[config.mk]
export PLATFORM = sky130hd
export DESIGN_NAME = octet_loader_flat
export DESIGN_NICKNAME = d
export VERILOG_FILES = /design/src/rtl/octet_loader_if.sv /design/src/rtl/octet_loader.sv /design/src/flat_wrapper.sv
export SDC_FILE = /design/constraint.sdc
export NUM_CORES = 2
export LEC_CHECK = 0
export ABC_AREA = 1
export BUFFER_PORTS_ARGS = -buffer_cell sky130_fd_sc_hd__buf_2
export CORE_AREA = 2 2 509 511
export CTS_BUF_LIST = sky130_fd_sc_hd__clkbuf_16
export CTS_CLUSTER_SIZE = 25
export DETAILED_ROUTE_END_ITERATION = 10
export DIE_AREA = 0 0 511 513
export GPL_TIMING_DRIVEN = 0
export MAX_ROUTING_LAYER = met4
export PLACE_DENSITY_LB_ADDON = 0.15
export SLEW_MARGIN = 20
export SYNTH_ARGS = -nofsm -noshare
export SYNTH_HDL_FRONTEND = slang
export SYNTH_SLANG_ARGS = --single-unit
[constraint.sdc]
create_clock -name clk -period 76.1 [get_ports clk]
set_input_delay 7.61 -clock clk [delete_from_list [all_inputs] [get_ports clk]]
set_output_delay 7.61 -clock clk [all_outputs]
set_load 0.005 [all_outputs]
[src/rtl/octet_loader_if.sv]
// octet_loader_if: beat stream, bOctet operand/strobe buses and result stream
// of one octet_loader. The master side is the environment (DMA, bOctet,
// result consumer); the slave side is the loader itself.
interface octet_loader_if;
  logic         in_valid;
  logic         in_ready;
  logic [1:0]   in_kind;
  logic [63:0]  in_data;
  logic [255:0] weight_data;
  logic [63:0]  weight_sign;
  logic [63:0]  weight_sel_level0;
  logic [127:0] weight_sel_level1;
  logic [95:0]  shift_offset;
  logic [255:0] activation_out;
  logic [127:0] psum_out;
  logic         weight_update;
  logic         activation_update;
  logic         psum_update;
  logic [127:0] result_in;
  logic         res_valid;
  logic         res_ready;
  logic [127:0] res_data;
  logic         err_abort;

  modport master (
    output in_valid, in_kind, in_data, result_in, res_ready,
    input  in_ready, weight_data, weight_sign, weight_sel_level0,
           weight_sel_level1, shift_offset, activation_out, psum_out,
           weight_update, activation_update, psum_update,
           res_valid, res_data, err_abort
  );

  modport slave (
    input  in_valid, in_kind, in_data, result_in, res_ready,
    output in_ready, weight_data, weight_sign, weight_sel_level0,
           weight_sel_level1, shift_offset, activation_out, psum_out,
           weight_update, activation_update, psum_update,
           res_valid, res_data, err_abort
  );
endinterface

[src/rtl/octet_loader.sv]
// octet_loader: assembles typed 64-bit beats into weight / activation / psum
// bundles for one bOctet, strobes each completed bundle, waits RESULT_LAT
// cycles after the psum strobe and holds the captured result for downstream.
// Optional feature macro: OCTET_PSUM_ZERO_EN (kind-3 beat zeroes psum and
// starts a compute instead of being dropped as an error).
module octet_loader #(
  parameter int RESULT_LAT = 2
) (
  input  logic          clk,
  input  logic          rst,
  octet_loader_if.slave bus
);
  typedef enum logic [1:0] {LOAD = 2'd0, WAIT = 2'd1, HOLD = 2'd2} state_t;

  localparam logic [1:0] KIND_W = 2'd0;
  localparam logic [1:0] KIND_A = 2'd1;
  localparam logic [1:0] KIND_P = 2'd2;
  localparam logic [3:0] LAT_INIT = 4'(RESULT_LAT);

  state_t       state_reg;
  logic [1:0]   kind_reg;
  logic [3:0]   beat_cnt_reg;
  logic [3:0]   lat_cnt_reg;

  logic [255:0] weight_data_reg;
  logic [63:0]  weight_sign_reg;
  logic [63:0]  weight_sel0_reg;
  logic [127:0] weight_sel1_reg;
  logic [95:0]  shift_offset_reg;
  logic [255:0] activation_reg;
  logic [127:0] psum_reg;
  logic         weight_update_reg;
  logic         activation_update_reg;
  logic         psum_update_reg;
  logic         res_valid_reg;
  logic [127:0] res_data_reg;
  logic         err_abort_reg;

  logic         accept;
  logic         kind_change;
  logic [3:0]   slot;
  logic         last_w;
  logic         last_a;
  logic         last_p;
  logic [607:0] w_flat;
  logic [255:0] a_flat;
  logic [127:0] p_flat;
  logic [63:0]  p_slot_reg;

  // A partial bundle of another kind is abandoned; the new beat restarts at slot 0.
  assign accept      = bus.in_valid && (state_reg == LOAD);
  assign kind_change = accept && (beat_cnt_reg != 4'd0) && (bus.in_kind != kind_reg);
  assign slot        = kind_change ? 4'd0 : beat_cnt_reg;
  assign last_w      = (bus.in_kind == KIND_W) && (slot == 4'd9);
  assign last_a      = (bus.in_kind == KIND_A) && (slot == 4'd3);
  assign last_p      = (bus.in_kind == KIND_P) && (slot == 4'd1);

  // The final beat of each bundle comes straight from in_data, so only the
  // earlier slots need shadow storage. Beat 9 of a weight bundle is 32 bits.
  genvar gi;
  generate
    for (gi = 0; gi < 9; gi++) begin : g_wslot
      logic [63:0] slot_reg;
      assign w_flat[64*gi +: 64] = slot_reg;
      // Capture a non-final weight beat into its shadow slot.
      always_ff @(posedge clk) begin
        if (accept && (bus.in_kind == KIND_W) && !last_w && (slot == 4'(gi)))
          slot_reg <= bus.in_data;
      end
    end
    for (gi = 0; gi < 3; gi++) begin : g_aslot
      logic [63:0] slot_reg;
      assign a_flat[64*gi +: 64] = slot_reg;
      // Capture a non-final activation beat into its shadow slot.
      always_ff @(posedge clk) begin
        if (accept && (bus.in_kind == KIND_A) && !last_a && (slot == 4'(gi)))
          slot_reg <= bus.in_data;
      end
    end
  endgenerate

  assign w_flat[607:576] = bus.in_data[31:0];
  assign a_flat[255:192] = bus.in_data;
  assign p_flat          = {bus.in_data, p_slot_reg};

  // Capture psum beat 0 into its shadow slot.
  always_ff @(posedge clk) begin
    if (accept && (bus.in_kind == KIND_P) && !last_p)
      p_slot_reg <= bus.in_data;
  end

  // Sequencer: bundle assembly, strobes, latency countdown and result hold.
  always_ff @(posedge clk or posedge rst) begin
    if (rst) begin
      state_reg             <= LOAD;
      kind_reg              <= KIND_W;
      beat_cnt_reg          <= 4'd0;
      lat_cnt_reg           <= 4'd0;
      weight_data_reg       <= '0;
      weight_sign_reg       <= '0;
      weight_sel0_reg       <= '0;
      weight_sel1_reg       <= '0;
      shift_offset_reg      <= '0;
      activation_reg        <= '0;
      psum_reg              <= '0;
      weight_update_reg     <= 1'b0;
      activation_update_reg <= 1'b0;
      psum_update_reg       <= 1'b0;
      res_valid_reg         <= 1'b0;
      res_data_reg          <= '0;
      err_abort_reg         <= 1'b0;
    end else begin
      weight_update_reg     <= 1'b0;
      activation_update_reg <= 1'b0;
      psum_update_reg       <= 1'b0;
      err_abort_reg         <= 1'b0;
      case (state_reg)
        LOAD: begin
          if (accept) begin
            err_abort_reg <= kind_change;
            kind_reg      <= bus.in_kind;
            beat_cnt_reg  <= slot + 4'd1;
            case (bus.in_kind)
              KIND_W: begin
                if (last_w) begin
                  weight_data_reg   <= w_flat[255:0];
                  weight_sign_reg   <= w_flat[319:256];
                  weight_sel0_reg   <= w_flat[383:320];
                  weight_sel1_reg   <= w_flat[511:384];
                  shift_offset_reg  <= w_flat[607:512];
                  weight_update_reg <= 1'b1;
                  beat_cnt_reg      <= 4'd0;
                end
              end
              KIND_A: begin
                if (last_a) begin
                  activation_reg        <= a_flat;
                  activation_update_reg <= 1'b1;
                  beat_cnt_reg          <= 4'd0;
                end
              end
              KIND_P: begin
                if (last_p) begin
                  psum_reg        <= p_flat;
                  psum_update_reg <= 1'b1;
                  beat_cnt_reg    <= 4'd0;
                  lat_cnt_reg     <= LAT_INIT;
                  state_reg       <= WAIT;
                end
              end
              default: begin
`ifdef OCTET_PSUM_ZERO_EN
                // Psum-zero: behaves like a completed all-zero psum bundle.
                psum_reg        <= '0;
                psum_update_reg <= 1'b1;
                beat_cnt_reg    <= 4'd0;
                lat_cnt_reg     <= LAT_INIT;
                state_reg       <= WAIT;
`else
                // Unsupported kind: drop it, flagging one abort even if a
                // partial bundle is discarded at the same time.
                err_abort_reg <= 1'b1;
                beat_cnt_reg  <= 4'd0;
`endif
              end
            endcase
          end
        end
        WAIT: begin
          if (lat_cnt_reg == 4'd1) begin
            res_data_reg  <= bus.result_in;
            res_valid_reg <= 1'b1;
            state_reg     <= HOLD;
          end else begin
            lat_cnt_reg <= lat_cnt_reg - 4'd1;
          end
        end
        HOLD: begin
          if (bus.res_ready) begin
            res_valid_reg <= 1'b0;
            state_reg     <= LOAD;
          end
        end
        default: state_reg <= LOAD;
      endcase
    end
  end

  assign bus.in_ready          = (state_reg == LOAD);
  assign bus.weight_data       = weight_data_reg;
  assign bus.weight_sign       = weight_sign_reg;
  assign bus.weight_sel_level0 = weight_sel0_reg;
  assign bus.weight_sel_level1 = weight_sel1_reg;
  assign bus.shift_offset      = shift_offset_reg;
  assign bus.activation_out    = activation_reg;
  assign bus.psum_out          = psum_reg;
  assign bus.weight_update     = weight_update_reg;
  assign bus.activation_update = activation_update_reg;
  assign bus.psum_update       = psum_update_reg;
  assign bus.res_valid         = res_valid_reg;
  assign bus.res_data          = res_data_reg;
  assign bus.err_abort         = err_abort_reg;
endmodule

[src/flat_wrapper.sv]
// flat-port wrapper written by rule: the top's interface ports become plain ports
module octet_loader_flat 
#(
  parameter int RESULT_LAT = 2
)
  (clk, rst, bus_in_valid, bus_in_kind, bus_in_data, bus_result_in, bus_res_ready, bus_in_ready, bus_weight_data, bus_weight_sign, bus_weight_sel_level0, bus_weight_sel_level1, bus_shift_offset, bus_activation_out, bus_psum_out, bus_weight_update, bus_activation_update, bus_psum_update, bus_res_valid, bus_res_data, bus_err_abort);
  octet_loader_if bus_i ();
  input  logic clk;
  input  logic rst;
  input wire logic [$bits(bus_i.in_valid)-1:0] bus_in_valid;
  input wire logic [$bits(bus_i.in_kind)-1:0] bus_in_kind;
  input wire logic [$bits(bus_i.in_data)-1:0] bus_in_data;
  input wire logic [$bits(bus_i.result_in)-1:0] bus_result_in;
  input wire logic [$bits(bus_i.res_ready)-1:0] bus_res_ready;
  output wire logic [$bits(bus_i.in_ready)-1:0] bus_in_ready;
  output wire logic [$bits(bus_i.weight_data)-1:0] bus_weight_data;
  output wire logic [$bits(bus_i.weight_sign)-1:0] bus_weight_sign;
  output wire logic [$bits(bus_i.weight_sel_level0)-1:0] bus_weight_sel_level0;
  output wire logic [$bits(bus_i.weight_sel_level1)-1:0] bus_weight_sel_level1;
  output wire logic [$bits(bus_i.shift_offset)-1:0] bus_shift_offset;
  output wire logic [$bits(bus_i.activation_out)-1:0] bus_activation_out;
  output wire logic [$bits(bus_i.psum_out)-1:0] bus_psum_out;
  output wire logic [$bits(bus_i.weight_update)-1:0] bus_weight_update;
  output wire logic [$bits(bus_i.activation_update)-1:0] bus_activation_update;
  output wire logic [$bits(bus_i.psum_update)-1:0] bus_psum_update;
  output wire logic [$bits(bus_i.res_valid)-1:0] bus_res_valid;
  output wire logic [$bits(bus_i.res_data)-1:0] bus_res_data;
  output wire logic [$bits(bus_i.err_abort)-1:0] bus_err_abort;
  assign bus_i.in_valid = bus_in_valid;
  assign bus_i.in_kind = bus_in_kind;
  assign bus_i.in_data = bus_in_data;
  assign bus_i.result_in = bus_result_in;
  assign bus_i.res_ready = bus_res_ready;
  assign bus_in_ready = bus_i.in_ready;
  assign bus_weight_data = bus_i.weight_data;
  assign bus_weight_sign = bus_i.weight_sign;
  assign bus_weight_sel_level0 = bus_i.weight_sel_level0;
  assign bus_weight_sel_level1 = bus_i.weight_sel_level1;
  assign bus_shift_offset = bus_i.shift_offset;
  assign bus_activation_out = bus_i.activation_out;
  assign bus_psum_out = bus_i.psum_out;
  assign bus_weight_update = bus_i.weight_update;
  assign bus_activation_update = bus_i.activation_update;
  assign bus_psum_update = bus_i.psum_update;
  assign bus_res_valid = bus_i.res_valid;
  assign bus_res_data = bus_i.res_data;
  assign bus_err_abort = bus_i.err_abort;
  octet_loader #(.RESULT_LAT(RESULT_LAT)) u_core (.clk(clk), .rst(rst), .bus(bus_i));
endmodule
Yosys cells after proc, flatten, opt, wreduce, memory -nomap -nowiden
Cells that the tools add are included.
- bits in registers: 1969
- logic and storage cells: 129
- add/subtract/negate cells: 2
- equal/unequal tests: 21
- muxes and demuxes: 34
- reductions and logical operators: 42
- operators with widths (cell ; count):
    $mux 4 ; 8
    $logic_and 1x1->1 ; 24
    $mux 1 ; 17
    $eq 4x3->1 const B ; 4
    $pmux 4 s3 ; 1
    $reduce_and 4->1 ; 3
    $mux 2 ; 5
    $reduce_and 5->1 ; 2
    $eq 4x1->1 const B ; 2
    $eq 4x2->1 const B ; 2
    $eq 4x4->1 const B ; 2
    $ne 2x1->1 const B ; 4
    $pmux 4 s2 ; 1
    $pmux 2 s3 ; 1
    $add 4x1->4 const B ; 1
    $eq 2x1->1 const B ; 2
    $eq 2x2->1 const B ; 2
    $logic_not 2->1 ; 2
    $logic_not 4->1 ; 1
    $ne 2x2->1 const B ; 2
    $reduce_and 2->1 ; 2
    $reduce_bool 2->1 ; 2
    $reduce_bool 4->1 ; 1
    $sub 4x1->4 const B ; 1
    5 further kinds ; 7

Logic depth before layout (Yosys ltp)
- word-level depth: 11
- gate-level depth with buffers: 16

Least setup slack after synthesis
OpenSTA, ideal clock, no wires.
- path type: input to register
- start point: input bus_in_kind[0]
- end point: register u_core.g_wslot[4].slot_reg[0] (enable)
- setup time: 0.644 ns
- arrival time: 14.660 ns
- data required time: 75.456 ns
- setup slack: 60.797 ns
- stages on the path: 11
- cells stage by stage: inv_2 -> nand2_1 -> nand2_1 -> nor2_1 -> nor2_2 -> nor2_1 -> inv_1 -> ha_1 -> nand3_2 -> nand2_1 -> nor4_1
- cells in the longest elaborated chain, start to end: 8
- elaborated cells on any way between the ends: 11
- RTL lines (item ; RTL line ; source):
    start: declaration ; flat_wrapper.sv:11 ; input wire logic [$bits(bus_i.in_kind)-1:0] bus_in_kind;
    $ne 2x2->1 ; octet_loader.sv:52 ; assign kind_change = accept && (beat_cnt_reg != 4'd0) && (bus.in_kind != kind_reg);
    $logic_and 1x1->1 ; octet_loader.sv:52 ;
    $mux 4 ; octet_loader.sv:53 ; assign slot = kind_change ? 4'd0 : beat_cnt_reg;
    $eq 4x4->1 ; octet_loader.sv:54 ; assign last_w = (bus.in_kind == KIND_W) && (slot == 4'd9);
    $logic_and 1x1->1 ; octet_loader.sv:54 ;
    $logic_not 1->1 ; octet_loader.sv:67 ; if (accept && (bus.in_kind == KIND_W) && !last_w && (slot == 4'(gi)))
    $logic_and 1x1->1 ; octet_loader.sv:67 ;
    $logic_and 1x1->1 (*) ; octet_loader.sv:67 ;
    end signal: assignment ; octet_loader.sv:68 ; slot_reg <= bus.in_data;
    end: declaration ; octet_loader.sv:63 ; logic [63:0] slot_reg;
Mark *: on every way between the ends. The rest lies on a longest branch, timed or not.
A chain may end at the register's enable or synchronous reset.

Worst setup path in the final report
- start point: input bus_in_kind[0]
- end point: register u_core.g_wslot[4].slot_reg[34] (enable)
Same word-level chain as after synthesis.

==> results.md <==
* Status: finished, final reports clean
* Die height at 513 um
* Routed Antenna Nets at 0
* Clk slew on worst S/H paths at 0.06 ns
* Area delta synth->final at 27.5%
* Root Buffer: clkbuf_16
* # port buffers at 1323
* Post-synth top flop: dfrtp_1
* Synth Area in Simple Gates at 15.4%
* Asr flop ratio synth at 57.7%
* Fillers at 25973
* Nets at 7185
* Die width at 511 um
* Post-Synth Adder-Cell Area at 0.0732%
* Pre-antenna DRT Iters at 5
* Post_cts resized at 0
* Vias per inst at 4.32
* Setup Viol. Count Final at 0
* Number of synthesis warnings at 0
* Vias in the first global route at 46099
* Leak Pwr at 0.0434 uW
* Max-Cap Viols at 0
* Synth top area share at 41.6%
* CP Launch Type: input port
* Synth area leader: dfrtp_1
* Tmin final at 10.94 ns
* Share of total power in combinational logic at 9.2%
* Top Ports at 1324
* First-pass GRT wire length at 396 mm
* Worst Path Max Fanout at 7
* Post-Synth XOR/XNOR Area at 0.0256%
* Worst slew pin tran at 1.07 ns
* Synth Register Bits at 1969
* Mapped Cells at 5371
* Sequential area share after synthesis at 78.2%
* Most common cell after layout, fill and taps aside: nand2_1
* Fin crit share at 14.4%
* Clock Skew at 0.0728 ns
* Core Region at 256000 um^2
* GRT Resource Usage Total at 22.5%
* Inserted Clock Buffers at 214
* RSZ-0062 raised after global routing: no
* Switching share of power at 26.1%
* Required time of the critical path at 76.69 ns
* Setup_tns at 0 ns
* Largest cells by area after synthesis: dfrtp_1, edfxtp_1, nand2_1, mux2_2, buf_6
* Clk network pwr share at 40.7%
* Std-Cell Rows at 186
* Final WL at 292 mm
* Netlist area before placement at 68400 um^2
* # H-tree levels at 4
* Post-DP HPWL at 210 mm
* Largest net degree at the start of global routing at 98
* VDD IR max at 0.0222 mV
* Initial Utilization at 26.7%
* Die area at 262000 um^2
* Largest family of logic cells by synthesized area: simple AND/OR/NAND/NOR gates
* Setup bufs post-CTS at 0
* Number of flops mapped to enable cells by yosys at 832
* Part of the power in registers at 50.1%
* Post-Syn Nets at 5573
* Total grt overflow at 0
* Fmax at 91.4 MHz
* Hold-fix buffers at CTS at 0
* Maximum clock path buffer count at 3
* Insertion delay to the later sink of the worst-skew pair at 0.89 ns
* P_sw at 637 uW
* WS Path Type: in -> reg
* Post-synthesis mux area share at 2.11%
* Final hold vios at 0
* Power per cell area at 27.9 nW/um^2
* Initial antenna violation count at 45
* Min-Delay Path Class: reg -> reg
* Commonest non-fill, non-tap cells in the layout: nand2_1, buf_2, dfrtp_1
* Via count at 45655
* Post-DR wirelength/cell at 27.6 um
* Crit end category: register
* Routability Congestion at 0.833
* WP data arrival at 11.53 ns
* DR iter-0 viols at 3251
* Largest register FFs at 576
* Total chip power at 2440 uW
* Clock Sinks at 1969
* Max-Slew Margin vs Limit at 28.6%
* Synth cell types at 35
* Fin. max-slew vios at 0
* Share of layout cells above drive strength 1 at 28.7%
* TritonCTS clock tree: yes
* DRC violations left at 0
* Internal power at 1800 uW
* Complex-gate fraction of the synthesized area at 1.29%
* Mean area per synthesized cell at 12.7 um^2
==> synth_stat cells (16+ instances only) <==
cell,number
edfxtp_1,832
mux2_2,128
buf_2,110
inv_1,84
o21ai_0,85
nor2_1,26
clkbuf_1,16
nand2_1,2714
buf_6,76
o21ai_1,74
dfrtp_1,1137
buf_4,27
==> worst max-delay path, stage by stage <==
cell and delay (ns):
buf_2 0.16, inv_2 0.06, nand2_1 0.06, nand2_1 0.05, nor2_1 0.14, nor2_2 0.07
nor2_1 0.14, inv_1 0.10, ha_1 0.30, nand3_2 0.16, nand2_1 0.31, nor4_2 0.70
buf_4 0.30, buf_2 0.21, buf_4 0.21, buf_2 0.22, buf_2 0.23, buf_4 0.22
buf_2 0.22
==> per-layer routing <==
metal  global-route usage [%]  part of all wire, %
met1                     26.7                   41
met2                     36.6                   48
met3                     6.89                  7.8
met4                     7.19                  3.5
met5                        -                    0
==> cell type report <==
cell class              instances  area, um^2  area share [%]
flip-flops and latches       1969       53400            61.3
plain buffers                 232        1680            1.93
clock buffers                 216        5410            6.20
well taps                    3384        4230            4.86
diodes                          8        20.0          0.0230
clock inverters               190        1240            1.42
inverters                      95         392           0.449
repair buffers               1396        7830            8.98
multi-input cells            3075       12900            14.9
==> worst paths after layout <==
kind / endpoint / depth (start not counted) / slack [ns] / startpoint
setup / recovery: u_core.g_wslot[4].slot_reg[34] / 19 / 65.16 / bus_in_kind[0]
hold / removal: u_core.bus.psum_out[18] / 2 / 0.37 / u_core.p_slot_reg[18]
setup reg to reg: u_core.g_wslot[4].slot_reg[34] / 17 / 71.51 / u_core.state_reg[1]
hold reg to reg: u_core.bus.psum_out[18] / 2 / 0.37 / u_core.p_slot_reg[18]
max in group asynchronous: u_core.bus.weight_data[231] / 9 / 66.02 / rst
min in group asynchronous: u_core.bus.res_data[100] / 2 / 6.69 / rst
==> per-stage QoR <==
stage / setup WS [ns] / cells / utilization (%) / instance area [um^2] / hold WS [ns]
floorplan: 36.47 / 5371 / - / 68400 / 0.418
global placement: 18.53 / 10078 / 30.9 / 79200 / 0.423
detailed placement: 64.23 / 10151 / 31.4 / 80500 / 0.424
CTS: 65.20 / 10557 / 34.0 / 87200 / 0.363
global route: 64.99 / 10561 / 34.0 / 87200 / 0.387
finish: 65.16 / 10565 / 34.0 / 87200 / 0.373
==> power groups by stage <==
stage	Sequential, uW	Combinational (uW)	Clock, uW
floorplan	1240	69.2	0
global placement	1240	224	0
detailed placement	1240	231	0
CTS	1220	231	1020
global route	1230	244	1060
finish	1220	224	992
==> logic make-up after synthesis <==
logic type / Yosys count
buffers and inverters: 327
adder cells (fa/ha/maj): 4
multiplexers: 128
flip-flops: 1969
AO/OA/AOI/OAI: 169
AND/OR/NAND/NOR: 2772
XOR/XNOR: 2
Note: power is estimated with default switching activity, not from simulation.
